==> src/rtl/pwm_decoder.sv <==
// PWM receiver: measures 2^N-tick framed PWM and recovers the N-bit duty value.
// Optional glitch filter on the conditioned input: define PWM_DECODER_GLITCH_FILTER_EN.
module pwm_decoder #(
   parameter int N = 8
) (
   input  logic         clk,
   input  logic         rst,
   input  logic         step,
   input  logic         pwm_in,
   output logic [N-1:0] duty,
   output logic         valid,
   output logic         err,
   output logic         level
);

   typedef enum logic [1:0] {IDLE, HIGH, LOW} state_t;

   localparam logic [N:0]   FULL     = {1'b1, {N{1'b0}}};
   localparam logic [N+1:0] FULL_SUM = {2'b01, {N{1'b0}}};

   logic         sync_p0, sync_p1;
   logic         level_q;
   logic         rise, fall;

   state_t       state_q, state_d;
   logic [N:0]   hi_q, hi_d, lo_q, lo_d;
   logic         partial_q, partial_d;
   logic [N-1:0] duty_d;
   logic         valid_d, err_d;

   logic [N:0]   tick, hi_inc, lo_inc;
   logic [N+1:0] sum;

   // Input conditioning: two-flop synchronizer, optional hold-for-two filter, edge history
`ifdef PWM_DECODER_GLITCH_FILTER_EN
   logic sync_p2;

   always_ff @(posedge clk or posedge rst) begin
      if (rst) begin
         sync_p0 <= 1'b0;
         sync_p1 <= 1'b0;
         sync_p2 <= 1'b0;
         level   <= 1'b0;
         level_q <= 1'b0;
      end else begin
         sync_p0 <= pwm_in;
         sync_p1 <= sync_p0;
         sync_p2 <= sync_p1;
         if (sync_p1 == sync_p2)
            level <= sync_p2;
         level_q <= level;
      end
   end
`else
   always_ff @(posedge clk or posedge rst) begin
      if (rst) begin
         sync_p0 <= 1'b0;
         sync_p1 <= 1'b0;
         level_q <= 1'b0;
      end else begin
         sync_p0 <= pwm_in;
         sync_p1 <= sync_p0;
         level_q <= sync_p1;
      end
   end

   assign level = sync_p1;
`endif

   assign rise = level & ~level_q;
   assign fall = ~level & level_q;

   // Phase counters: a step coinciding with an edge is credited to the new phase
   assign tick   = {{N{1'b0}}, step};
   assign hi_inc = hi_q + tick;
   assign lo_inc = lo_q + tick;
   assign sum    = {1'b0, hi_q} + {1'b0, lo_q};

   always_ff @(posedge clk or posedge rst) begin
      if (rst) begin
         state_q   <= IDLE;
         hi_q      <= '0;
         lo_q      <= '0;
         partial_q <= 1'b1;
         duty      <= '0;
         valid     <= 1'b0;
         err       <= 1'b0;
      end else begin
         state_q   <= state_d;
         hi_q      <= hi_d;
         lo_q      <= lo_d;
         partial_q <= partial_d;
         duty      <= duty_d;
         valid     <= valid_d;
         err       <= err_d;
      end
   end

   always_comb begin
      state_d   = state_q;
      hi_d      = hi_q;
      lo_d      = lo_q;
      partial_d = partial_q;
      duty_d    = duty;
      valid_d   = 1'b0;
      err_d     = 1'b0;

      case (state_q)
         IDLE: begin
            if (rise) begin
               state_d = HIGH;
               hi_d    = tick;
            end else if (lo_inc == FULL) begin
               duty_d  = {N{level}};
               valid_d = 1'b1;
               lo_d    = '0;
            end else begin
               lo_d = lo_inc;
            end
         end

         HIGH: begin
            if (fall) begin
               state_d = LOW;
               lo_d    = tick;
            end else if (hi_inc == FULL) begin
               // Stuck high: report full duty once per period
               duty_d    = '1;
               valid_d   = 1'b1;
               partial_d = 1'b1;
               hi_d      = '0;
            end else begin
               hi_d = hi_inc;
            end
         end

         LOW: begin
            if (rise) begin
               state_d   = HIGH;
               hi_d      = tick;
               partial_d = 1'b0;
               if (!partial_q) begin
                  if (sum == FULL_SUM) begin
                     duty_d  = hi_q[N-1:0];
                     valid_d = 1'b1;
                  end else begin
                     err_d = 1'b1;
                  end
               end
            end else if (lo_inc == FULL) begin
               duty_d    = '0;
               valid_d   = 1'b1;
               partial_d = 1'b1;
               state_d   = IDLE;
               lo_d      = '0;
            end else begin
               lo_d = lo_inc;
            end
         end

         default: state_d = IDLE;
      endcase
   end

endmodule

==> config.mk <==
export PLATFORM = sky130hd
export DESIGN_NAME = pwm_decoder
export DESIGN_NICKNAME = d
export VERILOG_FILES = /design/src/rtl/pwm_decoder.sv
export SDC_FILE = /design/constraint.sdc
export NUM_CORES = 1
export LEC_CHECK = 0
export ABC_CLOCK_PERIOD_IN_PS = 7100
export CAP_MARGIN = 20
export CORE_AREA = 3 3 79 81
export DETAILED_ROUTE_END_ITERATION = 8
export DIE_AREA = 0 0 82 84
export RECOVER_POWER = 25
export SLEW_MARGIN = 20
export SYNTH_ARGS = -nofsm -noshare
export SYNTH_HDL_FRONTEND = slang
export SYNTH_SLANG_ARGS = --single-unit
==> constraint.sdc <==
create_clock -name clk -period 7.1 [get_ports clk]
set_input_delay 1.42 -clock clk [delete_from_list [all_inputs] [get_ports clk]]
set_output_delay 1.42 -clock clk [all_outputs]
set_load 0.05 [all_outputs]
==> results of run 1 <==
==> report_power, final <==
group,internal (mW),switching [mW]
combinational,0.232,0.352
sequential,0.245,0.0495
clock,0.0780,0.0752
total,0.555,0.476
==> layer usage <==
layer	up-vias	GRT usage, %	wire length [um]
met1	1013	26.6	2720
met2	57	27.3	2640
met5	-	0	0
met4	0	7.40	134
li1	1080	-	-
met3	14	3.56	207
==> path summary, 6_finish.rpt <==
path	startpoint	end	cells past startpoint
setup / recovery	step	duty[6]	10
hold reg to reg	sync_p0	level	0
max in group asynchronous	rst	hi_q[7]	3
setup reg to reg	hi_q[0]	duty[6]	9
min in group asynchronous	rst	state_q[1]	3
hold / removal	sync_p0	level	0
==> state kept, by name, indices dropped and copies added (netlist names) <==
signal     count
duty           8
err            1
hi_q           9
level          1
level_q        1
lo_q           9
partial_q      1
state_q        2
sync_p0        1
valid          1
==> kinds of logic (layout without fill, tap and decap cells) <==
| group | after synthesis | in the layout | share of synthesized area [%] |
|---|---|---|---|
| simple gates | 101 | 101 | 20.7 |
| xor+xnor | 10 | 10 | 3.47 |
| mux | 12 | 12 | 5.16 |
| compound gates | 88 | 88 | 23.1 |
| buf+inv | 25 | 35 | 4.66 |
| fa+ha+maj | 18 | 18 | 9.22 |
| flops | 34 | 34 | 33.8 |
==> layout make-up <==
type,instances,area (um2)
Sequential cell,34,852
Clock inverter,2,12.5
Inverter,12,45.0
Multi-Input combinational cell,229,1550
Timing Repair Buffer,15,144
Tap cell,72,90.1
Clock buffer,6,82.6
Fill cell,557,2760
==> stage by stage <==
stage,worst slack [ps],cells
after floorplan,3180,288
after CTS,2410,370
final,2340,370
after global routing,2130,370
after global placement,2150,362
after detailed placement,2120,362
==> synthesized netlist by cell type, types with 4 or more instances <==
library cell / number
nor2b_1: 5
ha_1: 17
o21ai_0: 28
nand2b_1: 4
dfrtp_1: 33
inv_1: 12
nand2_1: 31
mux2_2: 8
nand3_1: 12
a21o_1: 4
nor2_1: 20
mux2i_1: 4
a21oi_1: 23
a31oi_1: 4
clkbuf_1: 5
xor2_1: 4
buf_2: 4
nor3_1: 7
xnor2_1: 6
o31ai_1: 7
a211oi_1: 4
==> flow_summary_export.csv, run 1 <==
group,metric,value,unit
timing,grt_setup_unrepaired,"false",
final_layout,stdcell_area,2780,um2
placement,routabilityCongestion,0.835,
power,finalPower,1.03,mW
synthesis,ys.flop_type,"dfrtp_1",
die,core,5540,um2
clock_network,cts_max_path_buffers,2,
clock_network,cts_tree,"yes",
synthesis,netlist_top_cells_area,"dfrtp_1, ha_1, o21ai_0",
run_status,status,"finished with violations",
setup_path,worstPathMaxFanout,8,
power,p_leak,1.14,nW
route,vias_per_cell,5.85,
timing,tightest_slew,1880,ps
synthesis,synth_edf_count,0,
grt,antenna_found_initial,0,
synthesis,syn_avg_cell_area,8.76,um2
setup_path,max_stage_delay,810,ps
setup_path,cp_data_arrival_time,4930,ps
route,ant_nets,0,
synthesis,synth_top_area_share,32.7,%
clock_network,clkLatencyLatePin,290,ps
setup_path,crit_top_cell,"ha_1",
clock_network,cts_buffers,5,
synthesis,synth_nets,310,
timing,fmax,210,MHz
synthesis,syn-instance-count,288,
timing,setup_viol,0,
setup_path,cp.required,7270,ps
setup_path,critPathKind,"in2reg",
route,drc_errors,0,
die,rows,27,
route,vias,2164,
synthesis,async_flop_share,100,%
route,avgRoutedWirePerCell,15.4,um
power,irDropWorstVdd,0.000228,V
timing,maxSlewHeadroom,-25.2,%
timing,fin_crit_sh,67.0,%
route,wl,5700,um
timing,slew_violations,35,
clock_network,cts_sinks,34,
timing,hold_violations,0,
die,pin_count,15,
clock_network,cts-root-buf,"clkbuf_8",
die,fp.dieW,82,um
grt,gr-total-overflow,0,
die,start_util,45.6,%
setup_path,reg2reg_slack,3600,ps
setup_path,end_kind,"register",
final_layout,syn2layout_area_growth,10.2,%
final_layout,utilization,50.2,%
die,die_area,6890,um2
final_layout,fin_nets,319,
clock_network,holdBufCountCts,0,
final_layout,mostFrequentLayoutCell,"dfrtp_1",
setup_path,crit_buf_inv,1,
setup_path,cp_slowest_cell,"nor4_1",
grt,grt_pass1_vias,2121,
grt,grtUsageTotal,18.6,%
clock_network,cts_resized,0,
synthesis,ys_warn_count,0,
clock_network,cts.clk_slew.worst_paths,70,ps
die,die-height,84,um
synthesis,ys_seq_elements,34,
placement,place_area,2690,um2
run_status,violations,"max-capacitance violations, max-slew violations",
power,p_per_area,371,nW/um2
timing,whs,357,ps
grt,grt_pass1_wl,10100,um
clock_network,htreeDepth,2,
min_path,hold_class,"reg2reg",
synthesis,ys_types,56,
final_layout,final_cell_mix,"dfrtp_1, nand2_1, o21ai_0",
setup_path,worst_setup_path_start_kind,"input port",
route,drt_first_iter_violations,83,
synthesis,yosys.area.top_type,"dfrtp_1",
clock_network,cts_setup_buffers,0,
setup_path,crit_chain,"clkdlybuf4s50_1, ha_1, ha_1, and2_1, a21oi_1, o32a_1, nor4_1, o21ai_1, a221oi_4, mux2_2",
synthesis,synth-seq-area-share,33.8,%
placement,portBuffers,14,
timing,finClkSkew,4.54,ps
timing,tns,0,ps
timing,min_period,4760,ps
setup_path,critPathTopFamily,"compound AO/OA/AOI/OAI gates",
synthesis,netlist_area,2520,um2
final_layout,num_antenna_cells,0,
flow_run,drv_cap,1,
final_layout,drive_gt1_share,9.73,%
grt,grt_start_max_net_pins,35,
route,first_pass_iters,4,
placement,dpl.hpwl,4230,um
(Power assumes the default switching activity.)
==> run 2, diff against run 1 <==
ABC_CLOCK_PERIOD_IN_PS = 4700   (was 7100)
clock period = 4.7 ns   (was 7.1 ns; I/O delays follow)
==> run 2 against run 1 <==
  * Combinational power rose by 50%
  * Clock power grew 60%
  * The run still ends with max-capacitance violations, max-slew violations left
  * Global-route usage is 0.40 points lower
  * Largest power group unchanged
  * Critical endpoint is now duty[3]
  * Clock-buffer cell count is the same
  * Utilization grew 0.20 points
  * First-iteration DRC count shrank 2.4%
  * Final area rose by 0.41%
  * Sequential power increased by 51%
  * Sequential cell count is the same
==> flow_summary_export.csv, run 2 (synthesis gave the netlist of run 1 again) <==
group,metric,value,unit
setup_path,max_stage_delay,540,ps
min_path,hold_class,"reg2reg",
final_layout,fin_nets,320,
power,p_per_area,561,nW/um2
clock_network,holdBufCountCts,0,
run_status,violations,"max-capacitance violations, max-slew violations",
die,start_util,45.6,%
placement,place_area,2700,um2
timing,maxSlewHeadroom,-23.1,%
final_layout,drive_gt1_share,10.0,%
final_layout,num_antenna_cells,0,
setup_path,critPathKind,"in2reg",
clock_network,clkLatencyLatePin,300,ps
setup_path,critPathTopFamily,"compound AO/OA/AOI/OAI gates",
timing,whs,359,ps
die,pin_count,15,
die,rows,27,
clock_network,cts_tree,"yes",
route,first_pass_iters,4,
timing,fmax,268,MHz
clock_network,cts_max_path_buffers,2,
route,vias_per_cell,5.79,
flow_run,drv_cap,1,
route,avgRoutedWirePerCell,15.2,um
clock_network,htreeDepth,2,
clock_network,cts_resized,0,
power,p_leak,1.14,nW
clock_network,cts_buffers,5,
placement,dpl.hpwl,4140,um
final_layout,final-seq-area,852,um2
setup_path,crit_chain,"clkdlybuf4s50_1, ha_1, nand3_4, or4_4, a2111oi_4, nand4_2, a221oi_4, mux2_2",
route,vias,2147,
grt,grt_start_max_net_pins,35,
placement,routabilityCongestion,0.850,
setup_path,end_kind,"register",
die,core,5540,um2
die,die-height,84,um
final_layout,fillers,556,
grt,grtUsageTotal,18.2,%
timing,slew_violations,35,
final_layout,syn2layout_area_growth,10.6,%
setup_path,cp_slowest_cell,"clkdlybuf4s50_1",
route,ant_nets,0,
setup_path,cp.required,4890,ps
clock_network,cts.clk_slew.worst_paths,80,ps
clock_network,cts_sinks,34,
die,die_area,6890,um2
setup_path,cp_data_arrival_time,3920,ps
final_layout,stdcell_area,2790,um2
route,wl,5650,um
placement,portBuffers,14,
clock_network,cts-root-buf,"clkbuf_8",
setup_path,worstPathMaxFanout,8,
timing,grt_setup_unrepaired,"false",
final_layout,mostFrequentLayoutCell,"dfrtp_1",
route,drt_first_iter_violations,81,
power,finalPower,1.57,mW
timing,min_period,3730,ps
setup_path,reg2reg_slack,1170,ps
timing,tns,0,ps
grt,antenna_found_initial,0,
grt,gr-total-overflow,0,
timing,tightest_slew,1850,ps
timing,setup_viol,0,
clock_network,cts_setup_buffers,0,
grt,grt_pass1_vias,2073,
final_layout,final_cell_mix,"dfrtp_1, nand2_1, o21ai_0",
final_layout,multi_input_area,1550,um2
timing,hold_violations,0,
die,fp.dieW,82,um
setup_path,worst_setup_path_start_kind,"input port",
setup_path,crit_buf_inv,1,
timing,fin_crit_sh,79.4,%
timing,finClkSkew,10.2,ps
final_layout,top_regs,"hi_q: 9 flops, lo_q: 9 flops, duty: 8 flops",
route,drc_errors,0,
grt,grt_pass1_wl,9890,um
power,irDropWorstVdd,0.000408,V
run_status,status,"finished with violations",
[run 2: changes by cell type in the layout (fill, tap and decap cells not counted), sizes merged]
cell	previous run	this run
buf	0	1
clkinv	1	0
inv	12	13
[run 2: metrics by stage]
step           setup slack, ps  utilization [%]  std cells
2_1_floorplan             1260                -        288
3_3_place_gp               699             48.7        363
3_5_place_dp               645             48.7        363
4_1_cts                    961             50.5        371
5_1_grt                    767             50.4        371
6_report                   968             50.4        371
[run 2: final timing paths]
check	from	endpoint	cells past startpoint
worst max-delay path	step	duty[3]	8
max in group asynchronous	rst	hi_q[2]	3
min in group asynchronous	rst	level_q	3
worst max register to register	hi_q[0]	duty[3]	9
worst min register to register	sync_p0	level	0
worst min-delay path	sync_p0	level	0
[run 2: worst register-to-register path, delay by kind of cell (launching register included)]
| family | cells | cell delay (ps) |
|---|---|---|
| AO/OA/AOI/OAI | 4 | 1500 |
| XOR/XNOR | 1 | 150 |
| adder cells (fa/ha/maj) | 2 | 690 |
| flip-flops | 1 | 440 |
| multiplexers | 1 | 390 |
| AND/OR/NAND/NOR | 1 | 260 |
[run 2: final cells by class]
cell class | count | share of cell area [%]
multi-input combinational | 229 | 55.7
sequential | 34 | 30.5
timing repair buffer | 16 | 5.42
tap | 72 | 3.23
clock buffer | 6 | 2.96
inverter | 12 | 1.61
clock inverter | 2 | 0.583
[run 2: report_power, final]
group / internal (mW) / switching, mW / total, mW
clock network: 0.121 / 0.124 / 0.245
logic: 0.350 / 0.528 / 0.878
registers: 0.370 / 0.0747 / 0.445
[run 2: per-layer routing]
layer / global-route usage [%] / share of wire, %
met5: 0 / 0
met4: 6.95 / 1.9
met3: 3.35 / 2.7
met2: 27.6 / 46
met1: 25.4 / 49
==> run 3, diff against run 2 <==
ABC_CLOCK_PERIOD_IN_PS = 3000   (was 4700)
clock period = 3 ns   (was 4.7 ns; I/O delays follow)
==> run 3 against run 2 <==
  * The flow still finishes with violations (max-capacitance violations, max-slew violations)
  * Clock-buffer cell count down 1
  * Sequential share of layout area down 4.3 points
  * Non-clock buffer count increased by 43
  * Clock power up 110%
  * Largest cell class unchanged
  * Via count increased by 6.1%
  * Global-route usage up 1.3 points
  * Die area is the same
  * Total power increased by 86%
==> flow_summary_export.csv, run 3 (synthesis gave the netlist of run 1 again) <==
group,metric,value,unit
route,ant_nets,0,
setup_path,worst_setup_path_start_kind,"register",
timing,finClkSkew,9.58,ps
route,wl,6110,um
placement,dpl.hpwl,4530,um
setup_path,r2r-end,"duty[2]",
power,internal-power,1.69,mW
grt,use_met3,3.89,%
route,drc_errors,0,
placement,routabilityCongestion,0.876,
power,p_per_area,895,nW/um2
final_layout,drive_gt1_share,24.6,%
grt,grt_start_max_net_pins,35,
clock_network,cts_max_path_buffers,2,
clock_network,cts-root-buf,"clkbuf_8",
setup_path,cp.required,3180,ps
flow_run,drv_cap,1,
setup_path,reg2reg_slack,60,ps
die,pin_count,15,
clock_network,cts_sinks,34,
placement,portBuffers,14,
route,drt_first_iter_violations,157,
grt,top_usage_layer,"met2",
timing,maxSlewHeadroom,-27.5,%
route,vias,2279,
final_layout,syn2layout_area_growth,28.9,%
setup_path,worstPathMaxFanout,8,
power,p_comb_share,59.3,%
clock_network,cts_buffers,5,
setup_path,cp.depth,10,
power,power_frac_seq,23.0,%
grt,grt_pass1_wl,10600,um
setup_path,cp_slowest_cell,"fa_2",
grt,use_met1,26.2,%
route,avgRoutedWirePerCell,14.8,um
setup_path,crit_buf_inv,2,
setup_path,startpoint,"lo_q[0]",
final_layout,final_cell_mix,"buf_4, dfrtp_1, nand2_1",
clock_network,clkLatencyLatePin,290,ps
setup_path,max_stage_delay,470,ps
die,start_util,45.6,%
power,switching_share,42.0,%
timing,setup_viol,0,
grt,gr-total-overflow,0,
die,rows,27,
final_layout,num_antenna_cells,0,
timing,min_period,2940,ps
setup_path,crit_chain,"ha_4, fa_2, a2111oi_4, nand3_1, nor4_2, o2111ai_1, buf_4, a221oi_4, buf_12, mux2_2",
timing,slew_violations,35,
final_layout,utilization,58.7,%
clock_network,cts.clk_slew.worst_paths,80,ps
timing,tns,0,ps
power,finalPower,2.91,mW
timing,tightest_slew,1910,ps
power,switching_power,1.22,mW
timing,grt_setup_unrepaired,"true",
power,p_leak,1.38,nW
run_status,violations,"max-capacitance violations, max-slew violations",
grt,grtUsageTotal,19.5,%
grt,grt_pass1_vias,2261,
setup_path,critPathTopFamily,"adder cells",
setup_path,end_kind,"register",
run_status,status,"finished with violations",
setup_path,cp_data_arrival_time,3120,ps
grt,gr-usage-met2,30.1,%
setup_path,critPathKind,"reg2reg",
timing,fin_crit_sh,98.0,%
die,fp.dieW,82,um
timing,fmax,340,MHz
setup_path,r2r_start,"lo_q[0]",
clock_network,cts_tree,"yes",
route,first_pass_iters,5,
power,irDropWorstVdd,0.000597,V
die,core,5540,um2
die,die_area,6890,um2
final_layout,mostFrequentLayoutCell,"buf_4",
setup_path,reg2regPathDepth,10,
timing,hold_violations,0,
power,p_clk_share,17.8,%
final_layout,top_regs,"hi_q: 9 flops, lo_q: 9 flops, duty: 8 flops",
die,die-height,84,um
clock_network,htreeDepth,2,
route,vias_per_cell,5.50,
final_layout,fin_nets,363,
grt,antenna_found_initial,0,
min_path,hold_class,"reg2reg",
setup_path,crit_end,"duty[2]",
[run 3: cell count changes in the layout (fill, tap and decap cells not counted), moves of 2 or more]
cell	previous run	this run
ha_2	0	2
o21ai_0	28	26
ha_1	17	14
nor4_1	2	0
bufinv_16	0	2
buf_4	1	43
[run 3: timing repair]
item | CTS | global route
setup endpoints to repair | 8 | 8
setup buffers | 1 | 1
gates resized for setup | 9 | 9
pin swaps | 2 | 3
hold buffers | 0 | 0
[run 3: area by class of cell]
class / count / area (um2)
flip-flops and latches: 34 / 852
well taps: 72 / 90.1
fillers: 505 / 2290
clock inverters: 3 / 68.8
inverters: 12 / 45.0
repair buffers: 59 / 485
clock buffers: 5 / 68.8
multi-input cells: 229 / 1640
[run 3: per-layer routing]
metal / vias to the layer above / wire length [um]
met1: 1047 / 2880
met4: 0 / 156
met2: 52 / 2850
li1: 1168 / -
met3: 12 / 228
met5: - / 0
[run 3: worst min-delay path by stage]
| stage | endpoint | slack [ps] | start | cells past startpoint |
|---|---|---|---|---|
| floorplan | level | 330 | sync_p0 | 0 |
| global placement | level | 330 | sync_p0 | 0 |
| detailed placement | level | 340 | sync_p0 | 0 |
| CTS | level | 360 | sync_p0 | 0 |
| global route | level | 360 | sync_p0 | 0 |
| finish | level | 360 | sync_p0 | 0 |
[run 3: worst reg2reg max path: stages, from the launching register on]
cell,delay (ps)
dfrtp_1,440
ha_4,190
fa_2,470
a2111oi_4,210
nand3_1,140
nor4_2,300
o2111ai_1,160
buf_4,180
a221oi_4,260
buf_12,160
mux2_2,330
[run 3: through the flow]
| stage | setup slack [ps] | cell area, um2 | instances | hold WS (ps) |
|---|---|---|---|---|
| CTS | 23.0 | 3190 | 413 | 359 |
| global placement | -525 | 3020 | 404 | 335 |
| floorplan | 51.6 | 2530 | 288 | 331 |
| finish | 60.0 | 3250 | 414 | 356 |
| global route | -62.8 | 3250 | 414 | 364 |
| detailed placement | -576 | 3020 | 404 | 341 |
[run 3: power groups by stage]
| stage | registers, mW | clock network (mW) | logic [mW] |
|---|---|---|---|
| after floorplan | 0.871 | 0 | 0.915 |
| after global placement | 0.667 | 0 | 1.60 |
| after detailed placement | 0.670 | 0 | 1.60 |
| after CTS | 0.666 | 0.526 | 1.66 |
| after global routing | 0.684 | 0.551 | 1.92 |
| final | 0.669 | 0.517 | 1.73 |
